==> src/rtl/lcd_pattern_sequencer.sv <==
// Test-pattern selector for the LCD colour-pattern generator: debounced key and
// auto-advance requests are held until a frame boundary so a frame never tears.
module lcd_pattern_sequencer #(
  parameter int unsigned NUM_PATTERNS       = 4,
  parameter int unsigned INIT_PATTERN       = 0,
  parameter int unsigned DEBOUNCE_CYC       = 20'd270000,
  parameter int unsigned FRAMES_PER_PATTERN = 120
) (
  input  logic       clk,
  input  logic       rst_n,
  input  logic       frame_start,
  input  logic       key_n,
  input  logic       auto_en,
  output logic [1:0] pattern_sel,
  output logic       sel_update,
  output logic       key_pending
);

  localparam int unsigned DB_W = (DEBOUNCE_CYC > 32'd1) ? $clog2(DEBOUNCE_CYC) : 1;
  localparam int unsigned FC_W = (FRAMES_PER_PATTERN > 32'd1) ? $clog2(FRAMES_PER_PATTERN) : 1;
  localparam logic [DB_W-1:0] DB_LAST  = DB_W'(DEBOUNCE_CYC - 32'd1);
  localparam logic [DB_W-1:0] DB_ONE   = DB_W'(1'b1);
  localparam logic [FC_W-1:0] FC_LAST  = FC_W'(FRAMES_PER_PATTERN - 32'd1);
  localparam logic [FC_W-1:0] FC_ONE   = FC_W'(1'b1);
  localparam logic [1:0]      PAT_LAST = 2'(NUM_PATTERNS - 32'd1);
  localparam logic [1:0]      PAT_INIT = 2'(INIT_PATTERN);

  typedef enum logic [1:0] {
    KEY_UP    = 2'd0,
    DOWN_WAIT = 2'd1,
    KEY_DOWN  = 2'd2,
    UP_WAIT   = 2'd3
  } db_state_t;

  logic            sync_meta_r;
  logic            sync_r;
  logic            key_s;
  db_state_t       db_state_r;
  db_state_t       db_state_nxt;
  logic [DB_W-1:0] db_cnt_r;
  logic [DB_W-1:0] db_cnt_nxt;
  logic            key_press;
  logic [FC_W-1:0] frame_cnt_r;
  logic            auto_due;
  logic            advance;
  logic [1:0]      sel_next;

  // Two-flop synchronizer; resets to the released (high) level.
  always_ff @(posedge clk or negedge rst_n) begin
    if (!rst_n) begin
      sync_meta_r <= 1'b1;
      sync_r      <= 1'b1;
    end else begin
      sync_meta_r <= key_n;
      sync_r      <= sync_meta_r;
    end
  end

  assign key_s = sync_r;

  // Debounce state register.
  always_ff @(posedge clk or negedge rst_n) begin
    if (!rst_n) begin
      db_state_r <= KEY_UP;
      db_cnt_r   <= {DB_W{1'b0}};
    end else begin
      db_state_r <= db_state_nxt;
      db_cnt_r   <= db_cnt_nxt;
    end
  end

  // Debounce next state: a level must persist DEBOUNCE_CYC cycles before it is believed.
  always_comb begin
    db_state_nxt = db_state_r;
    db_cnt_nxt   = db_cnt_r;
    case (db_state_r)
      KEY_UP: begin
        if (!key_s) begin
          db_state_nxt = DOWN_WAIT;
          db_cnt_nxt   = {DB_W{1'b0}};
        end else begin
          db_state_nxt = KEY_UP;
        end
      end
      DOWN_WAIT: begin
        if (key_s) begin
          db_state_nxt = KEY_UP;
        end else if (db_cnt_r == DB_LAST) begin
          db_state_nxt = KEY_DOWN;
        end else begin
          db_cnt_nxt = db_cnt_r + DB_ONE;
        end
      end
      KEY_DOWN: begin
        if (key_s) begin
          db_state_nxt = UP_WAIT;
          db_cnt_nxt   = {DB_W{1'b0}};
        end else begin
          db_state_nxt = KEY_DOWN;
        end
      end
      UP_WAIT: begin
        if (!key_s) begin
          db_state_nxt = KEY_DOWN;
        end else if (db_cnt_r == DB_LAST) begin
          db_state_nxt = KEY_UP;
        end else begin
          db_cnt_nxt = db_cnt_r + DB_ONE;
        end
      end
      default: begin
        db_state_nxt = KEY_UP;
        db_cnt_nxt   = {DB_W{1'b0}};
      end
    endcase
  end

  // Debounce output: one pulse on the DOWN_WAIT -> KEY_DOWN transition only.
  always_comb begin
    if ((db_state_r == DOWN_WAIT) && !key_s && (db_cnt_r == DB_LAST)) begin
      key_press = 1'b1;
    end else begin
      key_press = 1'b0;
    end
  end

  // Advance only on frame_start; the pending flag is the registered value, so a
  // press landing on the same edge waits for the following frame.
  always_comb begin
    auto_due = auto_en && frame_start && (frame_cnt_r == FC_LAST);
    advance  = frame_start && (key_pending || auto_due);
    if (pattern_sel == PAT_LAST) begin
      sel_next = 2'd0;
    end else begin
      sel_next = pattern_sel + 2'd1;
    end
  end

  // Auto-advance frame counter; held at zero while auto mode is off.
  always_ff @(posedge clk or negedge rst_n) begin
    if (!rst_n) begin
      frame_cnt_r <= {FC_W{1'b0}};
    end else if (advance || !auto_en) begin
      frame_cnt_r <= {FC_W{1'b0}};
    end else if (frame_start) begin
      frame_cnt_r <= frame_cnt_r + FC_ONE;
    end else begin
      frame_cnt_r <= frame_cnt_r;
    end
  end

  // Pending key request: set by a press, cleared by the frame_start that consumes it.
  always_ff @(posedge clk or negedge rst_n) begin
    if (!rst_n) begin
      key_pending <= 1'b0;
    end else if (key_press) begin
      key_pending <= 1'b1;
    end else if (advance) begin
      key_pending <= 1'b0;
    end else begin
      key_pending <= key_pending;
    end
  end

  // Pattern select and its one-cycle update strobe.
  always_ff @(posedge clk or negedge rst_n) begin
    if (!rst_n) begin
      pattern_sel <= PAT_INIT;
      sel_update  <= 1'b0;
    end else if (advance) begin
      pattern_sel <= sel_next;
      sel_update  <= 1'b1;
    end else begin
      pattern_sel <= pattern_sel;
      sel_update  <= 1'b0;
    end
  end

endmodule

==> config.mk <==
export PLATFORM = sky130hd
export DESIGN_NAME = lcd_pattern_sequencer
export DESIGN_NICKNAME = d
export VERILOG_FILES = /design/src/rtl/lcd_pattern_sequencer.sv
export SDC_FILE = /design/constraint.sdc
export NUM_CORES = 1
export LEC_CHECK = 0
export CORE_MARGIN = 10
export CORE_UTILIZATION = 50
export CTS_CLUSTER_DIAMETER = 80
export DETAILED_ROUTE_END_ITERATION = 7
export PLACE_DENSITY = 0.7
export SLEW_MARGIN = 20
export SYNTH_ARGS = -nofsm -noshare
export SYNTH_HDL_FRONTEND = slang
export SYNTH_SLANG_ARGS = --single-unit
==> constraint.sdc <==
create_clock -name clk -period 1.7 [get_ports clk]
set_input_delay 0.51 -clock clk [delete_from_list [all_inputs] [get_ports clk]]
set_output_delay 0.51 -clock clk [all_outputs]
set_load 0.02 [all_outputs]
==> flow_summary.toml, run 1 <==
[synth]
synth_compound_area_frac = 0.1417
synth_cell_type_count = 45
yosysSeqAreaShare = 0.4580
synth_top_family_by_area = "simple AND/OR/NAND/NOR gates"
synth_top_area_frac = 0.4298
synth_mux_area_frac = 0.06850
synth_area_leaders = "dfrtp_1, mux2i_1, nand2_1, nor2_1, dfstp_2"
ys_ff_latch = 34
synthArstFlopShare = 1.000
synth_top_area_cell = "dfrtp_1"
syn_nets = 201
syn_area_mm2 = 0.001863
ys_warn_count = 0
syn_inst = 193
yosys.area_share.simple = 0.2424
synth_xor_area_frac = 0.03291
ys.flop_type = "dfrtp_1"
synth_edf_count = 0
syn_avg_cell_area_um2 = 9.653
synth_adder_area_share = 0.02015

[routing]
vias = 1714
vias_per_cell = 5.850
drcViolationCount = 0
final_antenna_net_count = 0
drtIter0Drc = 189
dr.pass1.iters = 4
wirelength_um = 4760
wl_per_cell_um = 16.25

[placed_design]
port-buffer-count = 8
place_congestion = 0.9109
place_ws_ps = -232.4
hpwl_um = 3070

[sta]
clock_skew_ps = 4.807
grt_setup_unrepaired = "true"
slew_viol_final = 0
whs_ps = 365.0
finalHoldViolations = 0
slew_headroom = 0.7105
setup-tns-final_ps = -17.03
layout_min_cycle_time_ps = 1717
min_period_over_period = 1.010
finalSetupViolations = 1
timing.final.ws_setup_ps = -17.03
worst_slew_pin_slew_ps = 431.1
max_freq_mhz = 582.4

[critical_path]
path_max_fanout = 3
required_ps = 1890
worst_path_largest_cell_delay_ps = 560
crit_chain = "or4b_4 -> nor3_4 -> a21o_4 -> inv_4 -> mux2_4"
cp_slowest_cell = "or4b_4"
critical_path_class = "register to register"
cp.arrival_ps = 1910
start_kind = "register"
cp-end-kind = "register"

[final_layout]
utilization = 0.6804
diodes = 0
fill_cells = 295
fin_nets = 252
syn2layout_area_growth_pct = 32.71
drive_gt1_frac = 0.3020

[die]
start_util = 0.5127
die_w_um = 81.04
io_pins = 9
rows = 22
die_area_mm2 = 0.006567
dieHeight_um = 81.04
core-area_mm2 = 0.003633

[worst_hold_path]
worst_hold_path_type = "register to register"

[clock_tree]
insertion_delay_ps = 300
cts-root-buf = "clkbuf_8"
clock_path_buffers = 2
cts.sinks = 34
htreeDepth = 2
numCtsBuffers = 5
cts.reportedPaths.clkPinSlew_ps = 70
cts_tree = "yes"

[flow_run]
drv_cap = 0

[run_status]
violations = "negative setup slack"
outcome = "finished with violations"

[global_route]
grt_max_degree = 35
grt_pass1_vias = 1704
grt_pass1_wl_um = 7755
grt_usage = 0.1494
grt_overflow = 0
grt_antenna_before_repair = 0

[power_and_ir_drop]
power.density_mw_per_mm2 = 717.1
total_power_uw = 1773
p_leak_uw = 0.001093
irDropWorstVdd_uv = 583.6
report_power, final:
| part | internal [µW] | switching [µW] |
|---|---|---|
| clock | 325 | 321 |
| sequential | 850 | 42.1 |
| combinational | 113 | 122 |
state kept, by name, summed over array words and instances (netlist names), named ones only:
name	cells
key_pending	1
frame_cnt_r	7
db_state_r	1
sync_meta_r	1
db_cnt_r	19
key_s	1
sel_update	1
pattern_sel	2
per-stage QoR:
stage | cells | cell area, µm²
2_1_floorplan | 193 | 1881
3_3_place_gp | 278 | 2258
3_5_place_dp | 278 | 2258
4_1_cts | 291 | 2399
5_1_grt | 293 | 2472
6_report | 293 | 2472
per-layer routing:
metal	global-route usage	vias to the layer above	routed length, µm
li1	-	818	-
met1	0.1923	833	2109
met2	0.2309	52	2322
met3	0.03863	11	242
met4	0.06747	0	85
met5	0	-	0
cells by family (layout without fill, tap and decap cells):
logic type	count (synthesis)	count (layout)
adder cells (fa/ha/maj)	3	3
multiplexers	12	12
XOR/XNOR	7	7
buffers and inverters	14	66
AND/OR/NAND/NOR	87	87
flip-flops	34	34
AO/OA/AOI/OAI	36	36
critical path, delay by kind of cell, from the launching register on:
kind	cells	cell delay, ps
compound gates	1	180
simple gates	2	730
mux	1	280
buf+inv	1	30
flops	1	390
repair_timing:
action | in CTS | in global routing
pin swaps | 1 | 4
setup buffers | 5 | 2
gates resized for setup | 8 | 12
hold buffers | 0 | 0
endpoints found under the setup margin | 13 | 17
layout by cell type, fill, tap and decap left out, types with 4 or more instances in the layout:
| cell type | n |
|---|---|
| o21ai_0 | 8 |
| clkbuf_8 | 6 |
| dlygate4sd2_1 | 4 |
| nor4_1 | 4 |
| nor2_1 | 15 |
| o2bb2ai_1 | 5 |
| nand4_1 | 4 |
| or3_1 | 4 |
| dfrtp_1 | 31 |
| mux2i_1 | 9 |
| nand2_1 | 22 |
| clkdlybuf4s50_1 | 4 |
| a21oi_1 | 4 |
| nor3_1 | 8 |
| nand3_1 | 9 |
| xnor2_1 | 4 |
| buf_4 | 42 |
| inv_1 | 6 |
area by class of cell:
cell class | instances | area, µm² | area share
Sequential cell | 34 | 854.6 | 0.3456
Inverter | 7 | 28.78 | 0.01164
Clock inverter | 2 | 12.51 | 0.005061
Multi-Input combinational cell | 145 | 1023 | 0.4140
Timing Repair Buffer | 51 | 410.4 | 0.1660
Tap cell | 48 | 60.06 | 0.02429
Clock buffer | 6 | 82.58 | 0.03340
path summary, 6_finish.rpt:
| path | from | endpoint | slack, ps | depth (start not counted) |
|---|---|---|---|---|
| setup reg to reg | db_cnt_r[8] | db_cnt_r[0] | -20 | 5 |
| setup / recovery | db_cnt_r[8] | db_cnt_r[0] | -20 | 5 |
| hold reg to reg | sync_meta_r | key_s | 370 | 0 |
| max in group asynchronous | rst_n | key_s | 870 | 2 |
| min in group asynchronous | rst_n | frame_cnt_r[4] | 580 | 2 |
| hold / removal | sync_meta_r | key_s | 370 | 0 |
synth_stat cells (4+ instances only):
cell type / instances
dfrtp_1: 32
nand2_1: 23
nor2_1: 16
nand3_1: 10
nor3_1: 10
mux2i_1: 9
o21ai_0: 8
nor4_1: 7
inv_1: 6
o2bb2ai_1: 5
a21oi_1: 4
clkbuf_1: 4
nand4_1: 4
or3_1: 4
xnor2_1: 4
Power figures use the tool's default switching activity.
==> run 2: changes to the inputs <==
- PLACE_DENSITY: 0.7 -> 0.67
- clock period: 1.7 -> 1.6 ns (I/O delays scaled with it)
==> run 2 against run 1 <==
Effect of this change:
- design area grew 8.2%
- the flow still finishes with violations (negative setup slack)
- highest routed layer unchanged
- via count up 3.2%
- critical path type unchanged
- clock skew grew 6.9 ps
- first-iteration DRC count is 53% lower
- count of clock-buffer cells in the layout unchanged
- die area is the same
- cell count up 4.1%
- non-clock buffer count increased by 12
- clock power increased by 53%
==> flow_summary.toml, run 2 (synthesis gave the netlist of run 1 again) <==
[sta]
clock_skew_ps = 11.70
min_period_over_period = 1.081
grt_setup_unrepaired = "true"
slew_headroom = 0.6386
finalSetupViolations = 16
worst_slew_pin_slew_ps = 534.5
slew_viol_final = 0
finalHoldViolations = 0
timing.final.ws_setup_ps = -129.0
max_freq_mhz = 578.4
layout_min_cycle_time_ps = 1729

[clock_tree]
insertion_delay_ps = 290
holdBufCountCts = 0
cts.reportedPaths.clkPinSlew_ps = 70
clock_path_buffers = 2
cts.sinks = 34
htreeDepth = 2
cts_tree = "yes"
numCtsBuffers = 5
cts-root-buf = "clkbuf_8"

[critical_path]
worst_path_dominant_cell_family = "simple AND/OR/NAND/NOR gates"
start_kind = "register"
critical_path_class = "register to register"
path_max_fanout = 3
crit_buf_inv = 1
crit_chain = "or4b_4 -> nor3_4 -> a21o_4 -> inv_4 -> mux2_4"
worst_path_largest_cell_delay_ps = 560
cp-end-kind = "register"
cp_slowest_cell = "or4b_4"
cp.arrival_ps = 1900
required_ps = 1770

[flow_run]
drv_cap = 0

[die]
io_pins = 9
start_util = 0.5127
die_w_um = 81.04
core-area_mm2 = 0.003633
rows = 22
dieHeight_um = 81.04
die_area_mm2 = 0.006567

[worst_hold_path]
worst_hold_path_type = "register to register"

[global_route]
grt_pass1_wl_um = 8362
use_met3 = 0.03091
grt_pass1_vias = 1791
top_usage_layer = "met2"
grt_usage = 0.1591
met2_usage = 0.2635
grt_overflow = 0
grt_antenna_before_repair = 0
grt_use_met1 = 0.2007
grt_max_degree = 22

[routing]
wl_per_cell_um = 16.25
drcViolationCount = 0
drtIter0Drc = 89
wirelength_um = 4957
vias_per_cell = 5.800
final_antenna_net_count = 0
dr.pass1.iters = 7
vias = 1769

[final_layout]
largest-register = "db_cnt_r"
largest_register_ffs = 19
fin_nets = 264
syn2layout_area_growth_pct = 43.59
diodes = 0
final_common_cell = "buf_4"
drive_gt1_frac = 0.3502
final_cell_mix = "buf_4, dfrtp_1, nand2_1, nor2_1, mux2i_1"
reg_top3 = "db_cnt_r (19), frame_cnt_r (7), pattern_sel (2)"

[placed_design]
hpwl_um = 3363
place_congestion = 0.8650
port-buffer-count = 8
place_ws_ps = -325.3

[power_and_ir_drop]
power.density_mw_per_mm2 = 837.0
irDropWorstVdd_uv = 801.4
p_leak_uw = 0.001252
total_power_uw = 2239

[run_status]
violations = "negative setup slack"
outcome = "finished with violations"
-- run 2: cell count changes in the layout (fill, tap and decap cells not counted), sizes merged --
cell      delta
clkinv       -1
bufinv       +2
buf         +12
clkinvlp     -1
-- run 2: per-layer routing --
layer,share of wire,routed length (µm)
met5,0,0
met4,0.019,93
met3,0.045,221
met2,0.49,2444
met1,0.44,2199
-- run 2: stage by stage --
| step | hold WS (ps) | util | std cells | setup TNS (ps) | cell area (µm²) |
|---|---|---|---|---|---|
| 2_1_floorplan | 184.4 | - | 193 | -249.2 | 1888 |
| 3_3_place_gp | 350.1 | 0.6450 | 290 | -1675 | 2344 |
| 3_5_place_dp | 347.8 | 0.6450 | 290 | -2202 | 2344 |
| 4_1_cts | 361.6 | 0.7118 | 301 | -887.2 | 2586 |
| 5_1_grt | 369.4 | 0.7362 | 305 | -2407 | 2675 |
| 6_report | 361.5 | 0.7362 | 305 | -908.4 | 2675 |
-- run 2: worst paths after layout --
path,endpoint,cells past startpoint,slack [ps],start
max in group asynchronous,db_state_r[0],2,800,rst_n
max,db_cnt_r[0],5,-130,db_cnt_r[8]
max reg2reg,db_cnt_r[0],5,-130,db_cnt_r[8]
min reg2reg,key_s,0,360,sync_meta_r
min in group asynchronous,frame_cnt_r[3],2,530,rst_n
min,key_s,0,360,sync_meta_r
-- run 2: cell type report --
class / instances / area [µm²]
sequential: 34 / 853.3
tap: 48 / 60.06
fill: 263 / 958.4
inverter: 7 / 28.78
clock inverter: 2 / 60.06
multi-input combinational: 145 / 1099
timing repair buffer: 63 / 491.7
clock buffer: 6 / 82.58
-- run 2: what timing repair did --
action,4_1_cts,5_1_grt
pin swaps,4,6
buffers inserted,3,4
hold endpoints to repair,0,0
endpoints found under the setup margin,25,25
resized for setup,19,13
-- run 2: where the power goes --
group	switching [µW]	leakage (µW)	total (µW)	internal, µW
clock	326	0.0000714	991	665
combinational	149	0.000722	304	155
sequential	40.6	0.000458	944	904
total	516	0.00125	2240	1720
==> run 3: changes to the inputs <==
- CAP_MARGIN: default -> 20
==> results of run 3 <==
Final layout, timing and power as in run 2 (identical DEF).
